`config.mk`:
```
export PLATFORM = sky130hd
export DESIGN_NAME = btn_conditioner_flat
export DESIGN_NICKNAME = d
export VERILOG_FILES = /design/src/rtl/btn_pkg.sv /design/src/rtl/btn_conditioner_if.sv /design/src/rtl/btn_channel.sv /design/src/rtl/btn_conditioner.sv /design/src/flat_wrapper.sv
export SDC_FILE = /design/constraint.sdc
export NUM_CORES = 1
export LEC_CHECK = 0
export ABC_AREA = 1
export BUFFER_PORTS_ARGS = -buffer_cell sky130_fd_sc_hd__buf_2
export CAP_MARGIN = 20
export CORE_ASPECT_RATIO = 2
export CORE_MARGIN = 2
export CORE_UTILIZATION = 30
export CTS_BUF_LIST = sky130_fd_sc_hd__clkbuf_8
export DETAILED_ROUTE_END_ITERATION = 16
export MAX_ROUTING_LAYER = met4
export SYNTH_ARGS = -nofsm -noshare
export SYNTH_HDL_FRONTEND = slang
export SYNTH_SLANG_ARGS = --single-unit
```
`constraint.sdc`:
```
create_clock -name clk -period 2.1 [get_ports clk]
set_input_delay 0.105 -clock clk [delete_from_list [all_inputs] [get_ports clk]]
set_output_delay 0.105 -clock clk [all_outputs]
set_load 0.05 [all_outputs]
```
`src/rtl/btn_pkg.sv`:
```
// btn_pkg: shared FSM state type and tick arithmetic for the button conditioner
package btn_pkg;

    typedef enum logic [1:0] {RELEASED, PRESS_CHK, PRESSED, REL_CHK} btn_state_t;

    function automatic int unsigned ms_to_ticks(input int unsigned f_clk_hz, input int unsigned ms);
        return (f_clk_hz / 1000) * ms;
    endfunction

endpackage

```
`src/rtl/btn_conditioner_if.sv`:
```
// btn_conditioner_if: raw button inputs and conditioned outputs of the button conditioner
// btn_n: raw active-low buttons; level/press/rel/long_press/toggle: conditioned per-button outputs
interface btn_conditioner_if #(
    parameter int N_BTN = 3
);
    logic [N_BTN-1:0] btn_n;
    logic [N_BTN-1:0] level;
    logic [N_BTN-1:0] press;
    // release pulse; "release" itself is a reserved word
    logic [N_BTN-1:0] rel;
    logic [N_BTN-1:0] long_press;
    logic [N_BTN-1:0] toggle;

    modport master (output btn_n, input level, press, rel, long_press, toggle);
    modport slave  (input btn_n, output level, press, rel, long_press, toggle);
endinterface

```
`src/rtl/btn_channel.sv`:
```
// btn_channel: synchroniser, debounce FSM, hold timer and toggle latch for one button
// in: clk, reset, btn_n (raw, active-low); out: level, press, rel, long_press, toggle
module btn_channel
    import btn_pkg::*;
#(
    parameter int unsigned DB_TKS   = 20,
    parameter int unsigned LONG_TKS = 1000
) (
    input  logic clk,
    input  logic reset,
    input  logic btn_n,
    output logic level,
    output logic press,
    output logic rel,
    output logic long_press,
    output logic toggle
);
    localparam int DB_W   = DB_TKS > 1 ? $clog2(DB_TKS) : 1;
    localparam int HOLD_W = LONG_TKS > 1 ? $clog2(LONG_TKS) : 1;
    localparam logic [DB_W-1:0]   DB_LAST   = DB_W'(DB_TKS - 1);
    localparam logic [HOLD_W-1:0] HOLD_LAST = HOLD_W'(LONG_TKS - 1);

    logic [1:0]        sync_q, sync_d;
    btn_state_t        state_q, state_d;
    logic [DB_W-1:0]   db_q, db_d;
    logic [HOLD_W-1:0] hold_q, hold_d;
    logic fired_q, fired_d, level_q, level_d, press_q, press_d;
    logic rel_q, rel_d, long_q, long_d, toggle_q, toggle_d;
    logic s, held;

    assign s = ~sync_q[1];

    always_comb begin
        sync_d  = {sync_q[0], btn_n};
        held    = state_q == PRESSED || state_q == REL_CHK;
        state_d = state_q;
        db_d    = db_q;
        case (state_q)
            RELEASED:  if (s) begin state_d = PRESS_CHK; db_d = '0; end
            PRESS_CHK: if (!s) begin state_d = RELEASED; db_d = '0; end
                       else if (db_q == DB_LAST) state_d = PRESSED;
                       else db_d = db_q + 1'b1;
            PRESSED:   if (!s) begin state_d = REL_CHK; db_d = '0; end
            REL_CHK:   if (s) state_d = PRESSED;
                       else if (db_q == DB_LAST) state_d = RELEASED;
                       else db_d = db_q + 1'b1;
        endcase
        press_d  = state_q == PRESS_CHK && state_d == PRESSED;
        rel_d    = state_q == REL_CHK && state_d == RELEASED;
        level_d  = state_d == PRESSED || state_d == REL_CHK;
        toggle_d = toggle_q ^ press_d;
        // hold_cnt keeps running through release glitches so a press yields one long pulse
        hold_d   = press_d ? '0 : (held && hold_q != HOLD_LAST) ? hold_q + 1'b1 : hold_q;
        long_d   = held && hold_q == HOLD_LAST && !fired_q;
        fired_d  = press_d ? 1'b0 : fired_q | long_d;
    end

    always_ff @(posedge clk) begin
        if (reset) begin
            sync_q   <= 2'b11;
            state_q  <= RELEASED;
            db_q     <= '0;
            hold_q   <= '0;
            fired_q  <= 1'b0;
            level_q  <= 1'b0;
            press_q  <= 1'b0;
            rel_q    <= 1'b0;
            long_q   <= 1'b0;
            toggle_q <= 1'b0;
        end else begin
            sync_q   <= sync_d;
            state_q  <= state_d;
            db_q     <= db_d;
            hold_q   <= hold_d;
            fired_q  <= fired_d;
            level_q  <= level_d;
            press_q  <= press_d;
            rel_q    <= rel_d;
            long_q   <= long_d;
            toggle_q <= toggle_d;
        end
    end

    assign level      = level_q;
    assign press      = press_q;
    assign rel        = rel_q;
    assign long_press = long_q;
    assign toggle     = toggle_q;
endmodule

```
`src/rtl/btn_conditioner.sv`:
```
// btn_conditioner: debounces N_BTN raw active-low buttons into levels, pulses and toggles
// in: clk, reset; bus (slave): btn_n in, level/press/rel/long_press/toggle out
module btn_conditioner
    import btn_pkg::*;
#(
    parameter int unsigned F_CLK_HZ    = 25_000_000,
    parameter int unsigned N_BTN       = 3,
    parameter int unsigned DEBOUNCE_MS = 20,
    parameter int unsigned LONG_MS     = 1000
) (
    input logic clk,
    input logic reset,
    btn_conditioner_if.slave bus
);
    localparam int unsigned DB_TKS   = ms_to_ticks(F_CLK_HZ, DEBOUNCE_MS);
    localparam int unsigned LONG_TKS = ms_to_ticks(F_CLK_HZ, LONG_MS);

    if (DB_TKS == 0) begin : g_bad_db
        $error("btn_conditioner: debounce time is zero ticks");
    end
    if (LONG_TKS <= DB_TKS) begin : g_bad_long
        $error("btn_conditioner: long-press time must exceed debounce time");
    end

    for (genvar i = 0; i < N_BTN; i++) begin : g_ch
        btn_channel #(
            .DB_TKS  (DB_TKS),
            .LONG_TKS(LONG_TKS)
        ) u_ch (
            .clk       (clk),
            .reset     (reset),
            .btn_n     (bus.btn_n[i]),
            .level     (bus.level[i]),
            .press     (bus.press[i]),
            .rel       (bus.rel[i]),
            .long_press(bus.long_press[i]),
            .toggle    (bus.toggle[i])
        );
    end
endmodule

```
`src/flat_wrapper.sv`:
```
// flat-port wrapper written by rule: the top's interface ports become plain ports
module btn_conditioner_flat import btn_pkg::*;
#(
    parameter int unsigned F_CLK_HZ    = 25_000_000,
    parameter int unsigned N_BTN       = 3,
    parameter int unsigned DEBOUNCE_MS = 20,
    parameter int unsigned LONG_MS     = 1000
)
  (clk, reset, bus_btn_n, bus_level, bus_press, bus_rel, bus_long_press, bus_toggle);
  btn_conditioner_if #(.N_BTN(N_BTN)) bus_i ();
  input logic clk;
  input logic reset;
  input wire logic [$bits(bus_i.btn_n)-1:0] bus_btn_n;
  output wire logic [$bits(bus_i.level)-1:0] bus_level;
  output wire logic [$bits(bus_i.press)-1:0] bus_press;
  output wire logic [$bits(bus_i.rel)-1:0] bus_rel;
  output wire logic [$bits(bus_i.long_press)-1:0] bus_long_press;
  output wire logic [$bits(bus_i.toggle)-1:0] bus_toggle;
  assign bus_i.btn_n = bus_btn_n;
  assign bus_level = bus_i.level;
  assign bus_press = bus_i.press;
  assign bus_rel = bus_i.rel;
  assign bus_long_press = bus_i.long_press;
  assign bus_toggle = bus_i.toggle;
  btn_conditioner #(.F_CLK_HZ(F_CLK_HZ), .N_BTN(N_BTN), .DEBOUNCE_MS(DEBOUNCE_MS), .LONG_MS(LONG_MS)) u_core (.clk(clk), .reset(reset), .bus(bus_i));
endmodule
```
After elaboration in Yosys (flattened, before gate mapping)
Index checks and enable logic that the tools add are counted.
{ "totals": {"reg_bits": 162, "inputBits": 5} }
{ "classes": {"addsub": 6, "eq_ne": 33, "mux": 39, "bitwise": 6, "n_reduce_logical": 36} }
{ "op_table": {"columns": ["operator", "count"], "rows": [
  ["19-bit 2-to-1 mux", 15],
  ["19-bit one-hot mux with 4 select lines", 3],
  ["25-bit by 1-bit adder with 25-bit output (second input constant)", 3],
  ["25-bit equality test (second input constant)", 3],
  ["25-bit inequality test (second input constant)", 3],
  ["19-bit by 1-bit adder with 19-bit output (second input constant)", 3],
  ["19-bit equality test (second input constant)", 3],
  ["2-bit 2-to-1 mux", 18],
  ["2-bit equality test (second input constant)", 12],
  ["2-bit one-hot mux with 4 select lines", 3],
  ["2-bit inequality test (second input constant)", 9],
  ["1-bit logical AND", 15],
  ["2-bit logical NOT", 6],
  ["3-bit AND reduction", 3],
  ["2-bit by 1-bit equality test with 1-bit output (second input constant)", 3],
  ["1-bit logical OR", 6],
  ["2-bit OR reduction", 3],
  ["1-bit logical NOT", 3],
  ["1-bit bitwise OR", 3],
  ["1-bit bitwise XOR", 3]
]} }

Longest topological paths before layout
Gate-level depths: netlist (run 1).
{ "depth": {"ltp_word": 7, "ltp_mapped": 11} }

By module
From an unflattened synthesis (run 1), not the netlist that was laid out.
{ "unflattened": {"hier_cells": 1428, "hier_area_um2": 9376.5} }
{ "by_module_without_submodules": {"columns": ["mod", "instances", "cells_per_inst", "area_each_um2"], "rows": [
  ["btn_channel at u_core.g_ch[0].u_ch ...", 2, 480, 3089.2],
  ["btn_channel at u_core.g_ch[2].u_ch", 1, 468, 3198.1]
]} }

Worst setup path after synthesis (run 1)
No wires, ideal clock.
{ "synth_timing": {"path_type": "reg2reg", "startpoint": "reg u_core.g_ch[0].u_ch.db_q[0]", "endpoint": "reg u_core.g_ch[0].u_ch.fired_q", "arrival_time_ns": 1.616, "required_ns": 1.983, "slack_ns": 0.368, "stages_incl_launch_ff": 12, "cell_sequence": "dfxtp_1 -> ha_1 -> nand2_1 -> inv_1 -> nand2_1 -> nor2_2 -> nand3_4 -> nor2_4 -> nand2_4 -> nand2_4 -> buf_6 -> a21oi_1"} }
{ "synth_between": {"elab_chain_len": 7, "elab_cells_between_ends": 9, "cone_classes": "eq/ne: 2; mux: 5; reduce/logical: 2"} }
{ "synth_rtl": {"columns": ["item", "line", "source"], "rows": [
  ["start: declaration", "btn_channel.sv:25", "logic [DB_W-1:0] db_q, db_d;"],
  ["start signal: assignment", "btn_channel.sv:62", "db_q <= '0;"],
  ["start signal: assignment", "btn_channel.sv:73", "db_q <= db_d;"],
  ["19-bit equality test (*)", "btn_channel.sv:41, btn_channel.sv:45", null],
  ["2-bit 2-to-1 mux, on equally long branches", "btn_channel.sv:45, btn_channel.sv:41", null],
  ["2-bit 2-to-1 mux, on equally long branches", "btn_channel.sv:44, btn_channel.sv:40", null],
  ["2-bit one-hot mux with 4 select lines (*)", "btn_channel.sv:38", "case (state_q)"],
  ["2-bit equality test (*)", "btn_channel.sv:48", "press_d = state_q == PRESS_CHK && state_d == PRESSED;"],
  ["1-bit logical AND (*)", "btn_channel.sv:48", null],
  ["2-bit OR reduction (no source line) (*)", null, null],
  ["end signal: assignment", "btn_channel.sv:75", "fired_q <= fired_d;"],
  ["end: declaration", "btn_channel.sv:27", "logic fired_q, fired_d, level_q, level_d, press_q, press_d;"]
]} }
Mark *: on every way between the ends. The rest lies on a longest branch, timed or not.
A chain may end at the register's enable or synchronous reset.

Final worst setup path (run 1)
{ "layout_timing": {"startpoint": "reg u_core.g_ch[1].u_ch.db_q[1]", "endpoint": "reg u_core.g_ch[1].u_ch.toggle_q"} }
{ "layout_between": {"elab_chain_len": 7, "elab_cells_between_ends": 9, "cone_classes": "eq/ne: 2; mux: 5; bitwise: 1; reduce/logical: 1"} }
{ "layout_rtl": {"columns": ["item", "line", "source"], "rows": [
  ["start: declaration", "btn_channel.sv:25", null],
  ["start signal: assignment", "btn_channel.sv:62", null],
  ["start signal: assignment", "btn_channel.sv:73", null],
  ["19-bit equality test (*)", "btn_channel.sv:41, btn_channel.sv:45", null],
  ["2-bit 2-to-1 mux, on equally long branches", "btn_channel.sv:45, btn_channel.sv:41", null],
  ["2-bit 2-to-1 mux, on equally long branches", "btn_channel.sv:44, btn_channel.sv:40", null],
  ["2-bit one-hot mux with 4 select lines (*)", "btn_channel.sv:38", null],
  ["2-bit equality test (*)", "btn_channel.sv:48", null],
  ["1-bit logical AND (*)", "btn_channel.sv:48", null],
  ["1-bit bitwise XOR (*)", "btn_channel.sv:51", "toggle_d = toggle_q ^ press_d;"],
  ["end signal: assignment", "btn_channel.sv:80", "toggle_q <= toggle_d;"],
  ["end: declaration", "btn_channel.sv:28", "logic rel_q, rel_d, long_q, long_d, toggle_q, toggle_d;"]
]} }
Marks and branches as above.

==> load_flow_metrics.sql, run 1 <==
INSERT INTO impl_metrics (metric_group, metric, value, unit) VALUES
('status', 'run_status', 'finished, final reports clean', ''),
('clocking', 'clk_pin_slew', '0.10', 'ns'),
('logic_synthesis', 'post_synth_inst_count', '1508', ''),
('sta', 'rsz0062_at_grt', 'false', ''),
('clocking', 'cts_htree_levels', '4', ''),
('floorplan', 'design.portCount', '20', ''),
('global_routing', 'via_count_of_the_first_global_routing_pass', '9479', ''),
('finish', 'layout-drive-gt1-share', '0.107', ''),
('route', 'post_drt_via_cell_ratio', '4.77', ''),
('logic_synthesis', 'synth-edff-count', '0', ''),
('logic_synthesis', 'synth.area.top_cells', 'dfxtp_1, nand2_1, nor2_1', ''),
('sta', 'timing.final.hold_violations', '0', ''),
('route', 'drt_iter0_drcs', '446', ''),
('sta', 'worst-slew-pin-transition', '0.654', 'ns'),
('global_routing', 'antenna_violations_before_repair', '0', ''),
('clocking', 'tritoncts', 'done', ''),
('floorplan', 'core_region_area', '31500', 'µm²'),
('route', 'antenna_left', '0', ''),
('power', 'ir_worst_vdd', '0.380', 'mV'),
('logic_synthesis', 'yosys.cell_types.count', '43', ''),
('logic_synthesis', 'synth_top_area_frac', '0.337', ''),
('power', 'overall_power', '0.00592', 'W'),
('sta', 'timing.fmax', '528', 'MHz'),
('logic_synthesis', 'largest_family_of_logic_cells_by_synthesized_area', 'simple AND/OR/NAND/NOR gates', ''),
('clocking', 'clock_tree.root_cell', 'clkbuf_8', ''),
('clocking', 'cts.repair_timing.setup_buffer_count', '0', ''),
('finish', 'n_antenna_cell', '0', ''),
('sta', 'finalCritPeriodShare', '0.901', ''),
('logic_synthesis', 'post_synth_fa_ha_maj_area_fraction', '0.00779', ''),
('clocking', 'total_cts_buffers', '17', ''),
('power', 'logic_pwr_share', '0.029', ''),
('route', 'wire_per_inst', '13.1', 'µm'),
('finish', 'utilization', '0.342', ''),
('setup_path', 'reg2reg_setup_slack', '0.21', 'ns'),
('global_routing', 'groute.usage.overall', '0.164', ''),
('global_routing', 'grt_first_pass_wirelength', '42900', 'µm'),
('logic_synthesis', 'netlist.top_cell.by_area', 'dfxtp_1', ''),
('clocking', 'clock_sinks', '162', ''),
('power', 'power.share.switching', '0.225', ''),
('route', 'wl_final', '25900', 'µm'),
('setup_path', 'crit_required', '2.49', 'ns'),
('logic_synthesis', 'synth_xor_area_frac', '0.0418', ''),
('logic_synthesis', 'postSynth.asyncResetShare', '0', ''),
('floorplan', 'fp-row-count', '92', ''),
('place', 'dp_slack', '-0.0436', 'ns'),
('hold_path', 'timing.hold.worst.class', 'in -> reg', ''),
('sta', 'finalMaxSlewViolations', '0', ''),
('sta', 'worst_hold_slack', '0.0772', 'ns'),
('logic_synthesis', 'syn-cell-area', '9630', 'µm²'),
('setup_path', 'crit_path_max_fanout', '27', ''),
('sta', 'finalSetupViolations', '0', ''),
('finish', 'ff_latch_area', '3240', 'µm²'),
('setup_path', 'worst-endpoint-arrival', '2.29', 'ns'),
('finish', 'finalNetCount', '1555', ''),
('finish', 'area_used_by_multi_input_combinational_logic', '5560', 'µm²'),
('global_routing', 'grt.overflow.total', '0', ''),
('logic_synthesis', 'syn_avg_cell_area', '6.39', 'µm²'),
('floorplan', 'die_height', '257', 'µm'),
('sta', 'max_slew_margin', '0.561', ''),
('logic_synthesis', 'synthesized_flop_and_latch_total', '162', ''),
('clocking', 'insertion_delay', '0.50', 'ns'),
('global_routing', 'grt_start_max_net_pins', '47', ''),
('logic_synthesis', 'synth_warnings', '0', ''),
('setup_path', 'cp-end-kind', 'register', ''),
('place', 'place.port_buffers', '19', ''),
('finish', 'area_growth', '11.9', '%'),
('clocking', 'clock_path_buffers', '2', ''),
('power', 'cellInternalPower', '0.00459', 'W'),
('sta', 'final_critical_path_setup_slack', '0.207', 'ns'),
('power', 'p_switching', '0.00133', 'W'),
('place', 'dp_hpwl', '19600', 'µm');
[flip-flops by register name (all words and copies together) (netlist names), 6 cells and up]
signal,flops
u_core.g_ch.u_ch.db_q,57
u_core.g_ch.u_ch.sync_q,6
u_core.g_ch.u_ch.state_q,6
u_core.g_ch.u_ch.hold_q,75
[path summary, 6_finish.rpt]
| check | cells after the start | to | from |
|---|---|---|---|
| worst min-delay path | 3 | u_core.g_ch[2].u_ch.state_q[1]$_SDFF_PP0_ | reset |
| worst min register to register | 1 | u_core.g_ch[2].u_ch.sync_q[1]$_SDFF_PP1_ | u_core.g_ch[2].u_ch.sync_q[0]$_SDFF_PP1_ |
| worst max register to register | 9 | u_core.g_ch[1].u_ch.toggle$_SDFF_PP0_ | u_core.g_ch[1].u_ch.db_q[1]$_SDFFE_PP0P_ |
| worst max-delay path | 9 | u_core.g_ch[1].u_ch.toggle$_SDFF_PP0_ | u_core.g_ch[1].u_ch.db_q[1]$_SDFFE_PP0P_ |
[logic make-up after synthesis]
| family | Yosys count |
|---|---|
| mux | 1 |
| compound gates | 174 |
| fa+ha+maj | 6 |
| xor+xnor | 46 |
| flops | 162 |
| simple gates | 939 |
| buf+inv | 180 |
[repair_timing]
item | 4_1_cts | 5_1_grt
resized for setup | 1 | 1
hold endpoints to repair | 3 | 0
cloned | 0 | 0
hold buffers | 3 | 0
setup endpoints to repair | 22 | 2
[synth_stat cells, types with 10 or more instances]
master and number:
buf_4 20, nor2_1 198, inv_1 124, nand3_1 81, buf_2 13, a21oi_2 20, nand3b_1 23, nand2_1 535
nor2_2 15, buf_6 10, dfxtp_1 162, a21oi_1 106, nand4_1 31, nor3_1 22, xor2_1 30, xnor2_1 16
o21ai_0 28
[worst max-delay path: stages, from the launching register on]
cell,delay [ns]
dfxtp_1,0.36
ha_1,0.29
nand3_1,0.19
inv_1,0.16
nand3_1,0.11
nor2_2,0.14
nand2_2,0.10
o21ai_4,0.15
buf_12,0.21
mux2i_1,0.09
[per-stage QoR]
stage | cells | area [µm²]
3_3_place_gp | 1945 | 10300
5_1_grt | 1980 | 10800
2_1_floorplan | 1508 | 9630
4_1_cts | 1980 | 10800
3_5_place_dp | 1945 | 10300
6_report | 1980 | 10800
[power by group through the flow]
stage | clock (W) | sequential, W | combinational [W]
floorplan | 0 | 0.00316 | 0.000113
global placement | 0 | 0.00316 | 0.000168
detailed placement | 0 | 0.00316 | 0.000170
CTS | 0.00276 | 0.00309 | 0.000174
global route | 0.00286 | 0.00309 | 0.000189
finish | 0.00266 | 0.00309 | 0.000172
[routing by layer]
metal	vias to the layer above	part of all wire	track usage
met5	-	0	-
met1	4311	0.35	0.141
met2	176	0.56	0.316
li1	4866	-	-
met4	0	0.061	0.101
met3	97	0.026	0.0287
[cell type report]
class                           count  share of cell area
Multi-Input combinational cell   1166               0.516
Sequential cell                   162               0.301
Tap cell                          423              0.0491
Timing Repair Buffer               69              0.0478
Inverter                          128              0.0446
Clock buffer                       19              0.0242
Clock inverter                     13              0.0179
[layout by cell type (no fill, tap or decap), types with 2 or more instances in the layout]
master and count:
o21ai_1 4, inv_1 128, dfxtp_1 162, bufinv_16 5, buf_2 19, nor2_2 14
nor2_1 198, o21ai_4 2, a21oi_2 20, nand2_1 535, nand4_1 31, a31oi_1 3
nand3_2 5, xor2_1 30, xnor2_1 16, inv_2 3, dlygate4sd3_1 3, o21ai_0 28
buf_12 3, nand3_4 2, a21oi_1 106, nand3b_1 23, clkinvlp_4 3, or2_2 7
clkbuf_8 19, nor2_4 5, ha_1 6, nor3_2 5, o21bai_1 2, nor3_1 22
a221oi_1 3, nand3_1 81, buf_4 44, nand2_4 3, o22ai_1 2, nand2_2 4
Power figures use the tool's default switching activity.
==> inputs of run 2 (changes only) <==
--- a/config.mk
+++ b/config.mk
@@ -14,6 +14,7 @@
 export CTS_BUF_LIST = sky130_fd_sc_hd__clkbuf_8
 export DETAILED_ROUTE_END_ITERATION = 16
 export MAX_ROUTING_LAYER = met4
+export PLACE_DENSITY_LB_ADDON = 0.08
 export SYNTH_ARGS = -nofsm -noshare
 export SYNTH_HDL_FRONTEND = slang
 export SYNTH_SLANG_ARGS = --single-unit
==> run 2 against run 1 <==
Net effect: design area grew 0.85%; sequential power is essentially flat; clock skew shrank 0.0085 ns; non-clock buffer count grew 23; cell count grew 1.2%; critical path depth grew 1; routed wire length grew 8.4%; global-route usage grew 1.7 points; first-iteration DRC count shrank 1.3%; register-to-register slack is essentially flat; core utilization grew 0.29 points; critical endpoint is now u_core.g_ch[0].u_ch.hold_q[18]$_SDFFE_PP0P_; largest power group unchanged; highest routed layer unchanged.
==> load_flow_metrics.sql, run 2 (synthesized netlist as in run 1, its figures left out) <==
INSERT INTO impl_metrics (metric_group, metric, value, unit) VALUES
('status', 'run_status', 'finished, final reports clean', ''),
('power', 'overall_power', '0.00559', 'W'),
('route', 'drt_drc_violations_left', '0', ''),
('power', 'static-leakage-power', '3.71', 'nW'),
('setup_path', 'worst-endpoint-arrival', '2.25', 'ns'),
('sta', 'timing.fmax', '528', 'MHz'),
('finish', 'largest_reg_by_ff_count', 'u_core.g_ch.u_ch.hold_q', ''),
('clocking', 'clk_pin_slew', '0.09', 'ns'),
('route', 'antenna_left', '0', ''),
('route', 'post_drt_via_cell_ratio', '4.61', ''),
('finish', 'ff_latch_area', '3240', 'µm²'),
('place', 'globalplace.congestion', '0.847', ''),
('sta', 'timing.final.hold_violations', '0', ''),
('setup_path', 'path_class', 'reg -> reg', ''),
('finish', 'finalNetCount', '1578', ''),
('route', 'wire_per_inst', '14.0', 'µm'),
('global_routing', 'grt-busiest-layer', 'met2', ''),
('floorplan', 'design.portCount', '20', ''),
('global_routing', 'antenna_violations_before_repair', '1', ''),
('finish', 'area_growth', '12.9', '%'),
('route', 'wl_final', '28100', 'µm'),
('floorplan', 'die_w', '131', 'µm'),
('global_routing', 'via_count_of_the_first_global_routing_pass', '9313', ''),
('floorplan', 'fp-row-count', '92', ''),
('hold_path', 'timing.hold.worst.class', 'in -> reg', ''),
('floorplan', 'die_height', '257', 'µm'),
('place', 'dp_slack', '0.193', 'ns'),
('finish', 'finish.cell_count_without_fillers', '2003', ''),
('finish', 'utilization', '0.345', ''),
('clocking', 'clock_tree.root_cell', 'clkbuf_8', ''),
('global_routing', 'grt_first_pass_wirelength', '46300', 'µm'),
('sta', 'rsz0062_at_grt', 'false', ''),
('finish', 'fillers', '3549', ''),
('run', 'number_of_maximum_capacitance_constraint_violations', '0', ''),
('place', 'place.port_buffers', '19', ''),
('finish', 'top_library_cells_by_usage_in_the_layout_fill_and_taps_aside', 'nand2_1, nor2_1, dfxtp_1', ''),
('clocking', 'clock_path_buffers', '2', ''),
('sta', 'min_period', '1.89', 'ns'),
('setup_path', 'crit_required', '2.46', 'ns'),
('finish', 'leading_registers_by_flop_count', 'u_core.g_ch.u_ch.hold_q (75), u_core.g_ch.u_ch.db_q (57)', ''),
('sta', 'finalSetupViolations', '0', ''),
('place', 'dp_hpwl', '21600', 'µm'),
('sta', 'worst_clock_skew', '0.0119', 'ns'),
('floorplan', 'initial_utilization', '0.305', ''),
('global_routing', 'grt_util_met3', '0.0320', ''),
('global_routing', 'grt_use_met2', '0.357', ''),
('finish', 'layout.cells.most_common', 'nand2_1', ''),
('sta', 'final_critical_path_setup_slack', '0.207', 'ns'),
('sta', 'worst-slew-pin-transition', '0.639', 'ns'),
('clocking', 'clock_sinks', '162', ''),
('setup_path', 'crit_path_max_fanout', '26', ''),
('global_routing', 'gr-usage-met1', '0.166', ''),
('setup_path', 'cp-end-kind', 'register', ''),
('setup_path', 'critical_path.startpoint_type', 'register', ''),
('global_routing', 'grt_start_max_net_pins', '35', ''),
('power', 'ir_worst_vdd', '0.387', 'mV'),
('sta', 'max_slew_margin', '0.573', ''),
('finish', 'largest_register_ffs', '75', ''),
('clocking', 'tritoncts', 'done', ''),
('sta', 'worst_hold_slack', '0.339', 'ns'),
('clocking', 'cts.repair_timing.setup_buffer_count', '0', ''),
('global_routing', 'grt.overflow.total', '0', ''),
('route', 'detailroute.via_count', '9230', ''),
('global_routing', 'groute.usage.overall', '0.181', ''),
('sta', 'finalMaxSlewViolations', '0', ''),
('floorplan', 'die_outline_area', '33700', 'µm²'),
('place', 'numPlacedInstances', '1967', ''),
('power', 'power-per-cell-area', '514', 'nW/µm²'),
('clocking', 'total_cts_buffers', '17', ''),
('clocking', 'cts_htree_levels', '4', ''),
('finish', 'layout-drive-gt1-share', '0.121', ''),
('floorplan', 'core_region_area', '31500', 'µm²'),
('finish', 'area_used_by_multi_input_combinational_logic', '5550', 'µm²'),
('route', 'drt_iter0_drcs', '440', ''),
('sta', 'finalCritPeriodShare', '0.901', ''),
('route', 'dr.pass1.iters', '5', ''),
('clocking', 'insertion_delay', '0.48', 'ns');
-- run 2: cell count changes in the layout (fill, tap and decap cells not counted), sizes merged --
cell	before	now
clkbuf	19	18
clkinv	2	6
buf	66	88
clkinvlp	3	4
inv	131	129
diode	0	1
dlygate4sd3	3	4
bufinv	5	2
-- run 2: worst paths after layout --
kind / to / start / slack [ns] / cells after the start
setup / recovery: u_core.g_ch[0].u_ch.hold_q[18]$_SDFFE_PP0P_ / u_core.g_ch[0].u_ch.db_q[1]$_SDFFE_PP0P_ / 0.21 / 10
hold / removal: u_core.g_ch[2].u_ch.sync_q[0]$_SDFF_PP1_ / bus_btn_n[2] / 0.34 / 3
setup reg to reg: u_core.g_ch[0].u_ch.hold_q[18]$_SDFFE_PP0P_ / u_core.g_ch[0].u_ch.db_q[1]$_SDFFE_PP0P_ / 0.21 / 10
hold reg to reg: u_core.g_ch[0].u_ch.sync_q[1]$_SDFF_PP1_ / u_core.g_ch[0].u_ch.sync_q[0]$_SDFF_PP1_ / 0.42 / 1
-- run 2: through the flow --
| stage | cell area (µm²) | setup TNS, ns |
|---|---|---|
| 5_1_grt | 10900 | 0 |
| 6_report | 10900 | 0 |
| 3_5_place_dp | 10400 | 0 |
| 4_1_cts | 10900 | 0 |
| 3_3_place_gp | 10400 | -0.224 |
| 2_1_floorplan | 9630 | 0 |
-- run 2: power breakdown --
part / internal, W / leakage, nW / switching (W) / total (W)
combinational: 0.0000502 / 2.21 / 0.000120 / 0.000171
sequential: 0.00308 / 1.31 / 0.00000693 / 0.00309
clock: 0.00108 / 0.188 / 0.00126 / 0.00234
-- run 2: area by class of cell --
cell class,instances,area share
multi-input cells,1166,0.510
flip-flops and latches,162,0.298
repair buffers,92,0.0630
well taps,423,0.0487
inverters,128,0.0442
clock buffers,18,0.0228
clock inverters,13,0.0128
diodes,1,0.000230
-- run 2: what timing repair did --
item / CTS / global route
endpoints found under the hold margin: 8 / 0
gates resized for setup: 0 / 0
endpoints found under the setup margin: 0 / 0
hold buffers: 4 / 0
-- run 2: worst max-delay path, stage by stage, from the launching register on --
cell and delay (ns):
dfxtp_1 0.37, ha_1 0.19, nand2_1 0.08, inv_1 0.06
nand2_1 0.08, nor2_2 0.20, nand3_4 0.11, nor2_4 0.17
nand2_4 0.07, nand2_4 0.35, a21oi_1 0.07
-- run 2: metal layers --
layer,vias up,routed length (µm)
met5,-,0
met3,50,508
li1,4910,-
met2,95,16400
met4,0,881
met1,4175,10300
==> inputs of run 3 (changes only) <==
--- a/config.mk
+++ b/config.mk
@@ -11,8 +11,8 @@
 export CORE_ASPECT_RATIO = 2
 export CORE_MARGIN = 2
 export CORE_UTILIZATION = 30
-export CTS_BUF_LIST = sky130_fd_sc_hd__clkbuf_8
 export DETAILED_ROUTE_END_ITERATION = 16
+export HOLD_SLACK_MARGIN = 0.12
 export MAX_ROUTING_LAYER = met4
 export PLACE_DENSITY_LB_ADDON = 0.08
 export SYNTH_ARGS = -nofsm -noshare
==> run 3 against run 2 <==
Net effect: non-clock buffer count unchanged; routed wire length up 0.27%; flip-flop and latch count stayed put; register-to-register slack barely moved; clock power grew 34%; die area stayed put; cell count hardly changed.
==> load_flow_metrics.sql, run 3 (synthesized netlist as in run 1, its figures left out) <==
INSERT INTO impl_metrics (metric_group, metric, value, unit) VALUES
('sta', 'rsz0062_at_grt', 'false', ''),
('sta', 'worst_clock_skew', '0.0111', 'ns'),
('route', 'detailroute.via_count', '9220', ''),
('setup_path', 'worst-endpoint-arrival', '2.20', 'ns'),
('floorplan', 'fp-row-count', '92', ''),
('floorplan', 'die_outline_area', '33700', 'µm²'),
('floorplan', 'design.portCount', '20', ''),
('clocking', 'clock_sinks', '162', ''),
('floorplan', 'core_region_area', '31500', 'µm²'),
('clocking', 'postCtsResizedCells', '0', ''),
('route', 'post_drt_via_cell_ratio', '4.61', ''),
('clocking', 'clk_pin_slew', '0.07', 'ns'),
('finish', 'layout.cells.most_common', 'nand2_1', ''),
('route', 'drt_iter0_drcs', '418', ''),
('setup_path', 'reg2reg_setup_slack', '0.22', 'ns'),
('route', 'antenna_left', '0', ''),
('clocking', 'clock_tree.root_cell', 'clkbuf_16', ''),
('clocking', 'insertion_delay', '0.45', 'ns'),
('clocking', 'tritoncts', 'done', ''),
('sta', 'min_period', '1.88', 'ns'),
('sta', 'finalSetupViolations', '0', ''),
('finish', 'utilization', '0.351', ''),
('setup_path', 'r2r_end', 'u_core.g_ch[0].u_ch.hold_q[16]$_SDFFE_PP0P_', ''),
('sta', 'worst-slew-pin-transition', '0.637', 'ns'),
('hold_path', 'min_delay_endpoint', 'u_core.g_ch[2].u_ch.sync_q[0]$_SDFF_PP1_', ''),
('route', 'drt_drc_violations_left', '0', ''),
('status', 'run_status', 'finished, final reports clean', ''),
('sta', 'timing.final.hold_violations', '0', ''),
('global_routing', 'groute.usage.overall', '0.182', ''),
('clocking', 'total_cts_buffers', '17', ''),
('finish', 'area_used_by_multi_input_combinational_logic', '5550', 'µm²'),
('finish', 'finalNetCount', '1578', ''),
('finish', 'area_growth', '14.8', '%'),
('finish', 'fillers', '3519', ''),
('clocking', 'clock_path_buffers', '2', ''),
('power', 'ir_worst_vdd', '0.597', 'mV'),
('finish', 'largest_reg_by_ff_count', 'u_core.g_ch.u_ch.hold_q', ''),
('place', 'dp_hpwl', '21600', 'µm'),
('power', 'static-leakage-power', '3.79', 'nW'),
('global_routing', 'antenna_violations_before_repair', '0', ''),
('finish', 'top_library_cells_by_usage_in_the_layout_fill_and_taps_aside', 'nand2_1, nor2_1, dfxtp_1', ''),
('sta', 'worst_hold_slack', '0.373', 'ns'),
('global_routing', 'grt_start_max_net_pins', '35', ''),
('hold_path', 'hold_path_startpoint', 'bus_btn_n[2]', ''),
('sta', 'timing.fmax', '532', 'MHz'),
('route', 'wl_final', '28100', 'µm'),
('run', 'number_of_maximum_capacitance_constraint_violations', '0', ''),
('route', 'dr.pass1.iters', '5', ''),
('power', 'power-per-cell-area', '578', 'nW/µm²'),
('floorplan', 'initial_utilization', '0.305', ''),
('setup_path', 'cp-end-kind', 'register', ''),
('sta', 'finalCritPeriodShare', '0.896', ''),
('setup_path', 'path_class', 'reg -> reg', ''),
('setup_path', 'crit_path_max_fanout', '26', ''),
('floorplan', 'die_height', '257', 'µm'),
('setup_path', 'crit-reg2reg-launch', 'u_core.g_ch[0].u_ch.db_q[1]$_SDFFE_PP0P_', ''),
('global_routing', 'via_count_of_the_first_global_routing_pass', '9308', ''),
('setup_path', 'worst_r2r_path_depth', '10', ''),
('hold_path', 'timing.hold.worst_path_depth', '3', ''),
('finish', 'ff_latch_area', '3240', 'µm²'),
('place', 'place.port_buffers', '19', ''),
('setup_path', 'critical_path.startpoint_type', 'register', ''),
('sta', 'max_slew_margin', '0.575', ''),
('global_routing', 'grt.overflow.total', '0', ''),
('clocking', 'cts_htree_levels', '4', ''),
('setup_path', 'crit_required', '2.41', 'ns'),
('floorplan', 'die_w', '131', 'µm'),
('route', 'wire_per_inst', '14.0', 'µm'),
('global_routing', 'grt_first_pass_wirelength', '46300', 'µm'),
('hold_path', 'timing.hold.worst.class', 'in -> reg', ''),
('finish', 'layout-drive-gt1-share', '0.121', ''),
('finish', 'leading_registers_by_flop_count', 'u_core.g_ch.u_ch.hold_q (75), u_core.g_ch.u_ch.db_q (57)', ''),
('finish', 'largest_register_ffs', '75', ''),
('place', 'globalplace.congestion', '0.847', ''),
('finish', 'n_antenna_cell', '0', ''),
('sta', 'finalMaxSlewViolations', '0', '');
## run 3: changes by cell type in the layout (fill, tap and decap cells not counted)
| cell | change |
|---|---|
| inv_1 | -1 |
| clkbuf_1 | +1 |
| diode_2 | -1 |
| clkbuf_16 | +17 |
| clkbuf_8 | -17 |
## run 3: what timing repair did
action	in CTS	in global routing
endpoints found under the hold margin	11	0
setup buffers	0	0
endpoints found under the setup margin	0	0
hold buffers	4	0
## run 3: per-stage QoR
stage	total power, W	cell area [µm²]	TNS [ns]	std cells	setup WS, ns
finish	0.00640	11100	0	2002	0.219
global route	0.00666	11100	0	2002	0.00641
CTS	0.00656	11100	0	2002	0.182
detailed placement	0.00333	10400	0	1967	0.193
global placement	0.00333	10400	-0.224	1966	-0.0209
floorplan	0.00327	9630	0	1508	0.368
## run 3: cell type report
type                       count  share of cell area
inverter                     128              0.0434
clock buffer                  19              0.0400
clock inverter                12              0.0122
tap                          423              0.0478
sequential                   162               0.293
multi-input combinational   1166               0.501
timing repair buffer          92              0.0620
## run 3: report_power, final
part / leakage [nW] / internal [W] / switching, W
logic: 2.21 / 0.0000502 / 0.000120
registers: 1.31 / 0.00308 / 0.00000690
clock network: 0.271 / 0.00178 / 0.00136
## run 3: worst max path at each step
| stage | startpoint | end | slack (ns) | depth (start not counted) |
|---|---|---|---|---|
| after floorplan | u_core.g_ch[0].u_ch.db_q[0]$_SDFFE_PP0P_ | u_core.g_ch[0].u_ch.fired_q$_SDFF_PP0_ | 0.37 | 11 |
| after global placement | u_core.g_ch[0].u_ch.hold_q[0]$_SDFFE_PP0P_ | u_core.g_ch[0].u_ch.hold_q[1]$_SDFFE_PP0P_ | -0.02 | 8 |
| after detailed placement | u_core.g_ch[0].u_ch.db_q[1]$_SDFFE_PP0P_ | u_core.g_ch[0].u_ch.hold_q[15]$_SDFFE_PP0P_ | 0.19 | 10 |
| after CTS | u_core.g_ch[0].u_ch.db_q[1]$_SDFFE_PP0P_ | u_core.g_ch[0].u_ch.hold_q[18]$_SDFFE_PP0P_ | 0.18 | 10 |
| after global routing | u_core.g_ch[0].u_ch.db_q[1]$_SDFFE_PP0P_ | u_core.g_ch[0].u_ch.hold_q[16]$_SDFFE_PP0P_ | 0.006 | 10 |
| final | u_core.g_ch[0].u_ch.db_q[1]$_SDFFE_PP0P_ | u_core.g_ch[0].u_ch.hold_q[16]$_SDFFE_PP0P_ | 0.22 | 10 |
## run 3: critical path: stages (launching register included)
cell     delay [ns]
dfxtp_1        0.36
ha_1           0.19
nand2_1        0.08
inv_1          0.06
nand2_1        0.07
nor2_2         0.20
nand3_4        0.11
nor2_4         0.17
nand2_4        0.07
nand2_4        0.35
a21oi_1        0.08
## run 3: routing by layer
metal | GRT usage | up-vias | share of wire
met3 | 0.0283 | 48 | 0.017
met1 | 0.166 | 4170 | 0.37
li1 | - | 4904 | -
met2 | 0.357 | 98 | 0.58
met4 | 0.0768 | 0 | 0.031
met5 | - | - | 0
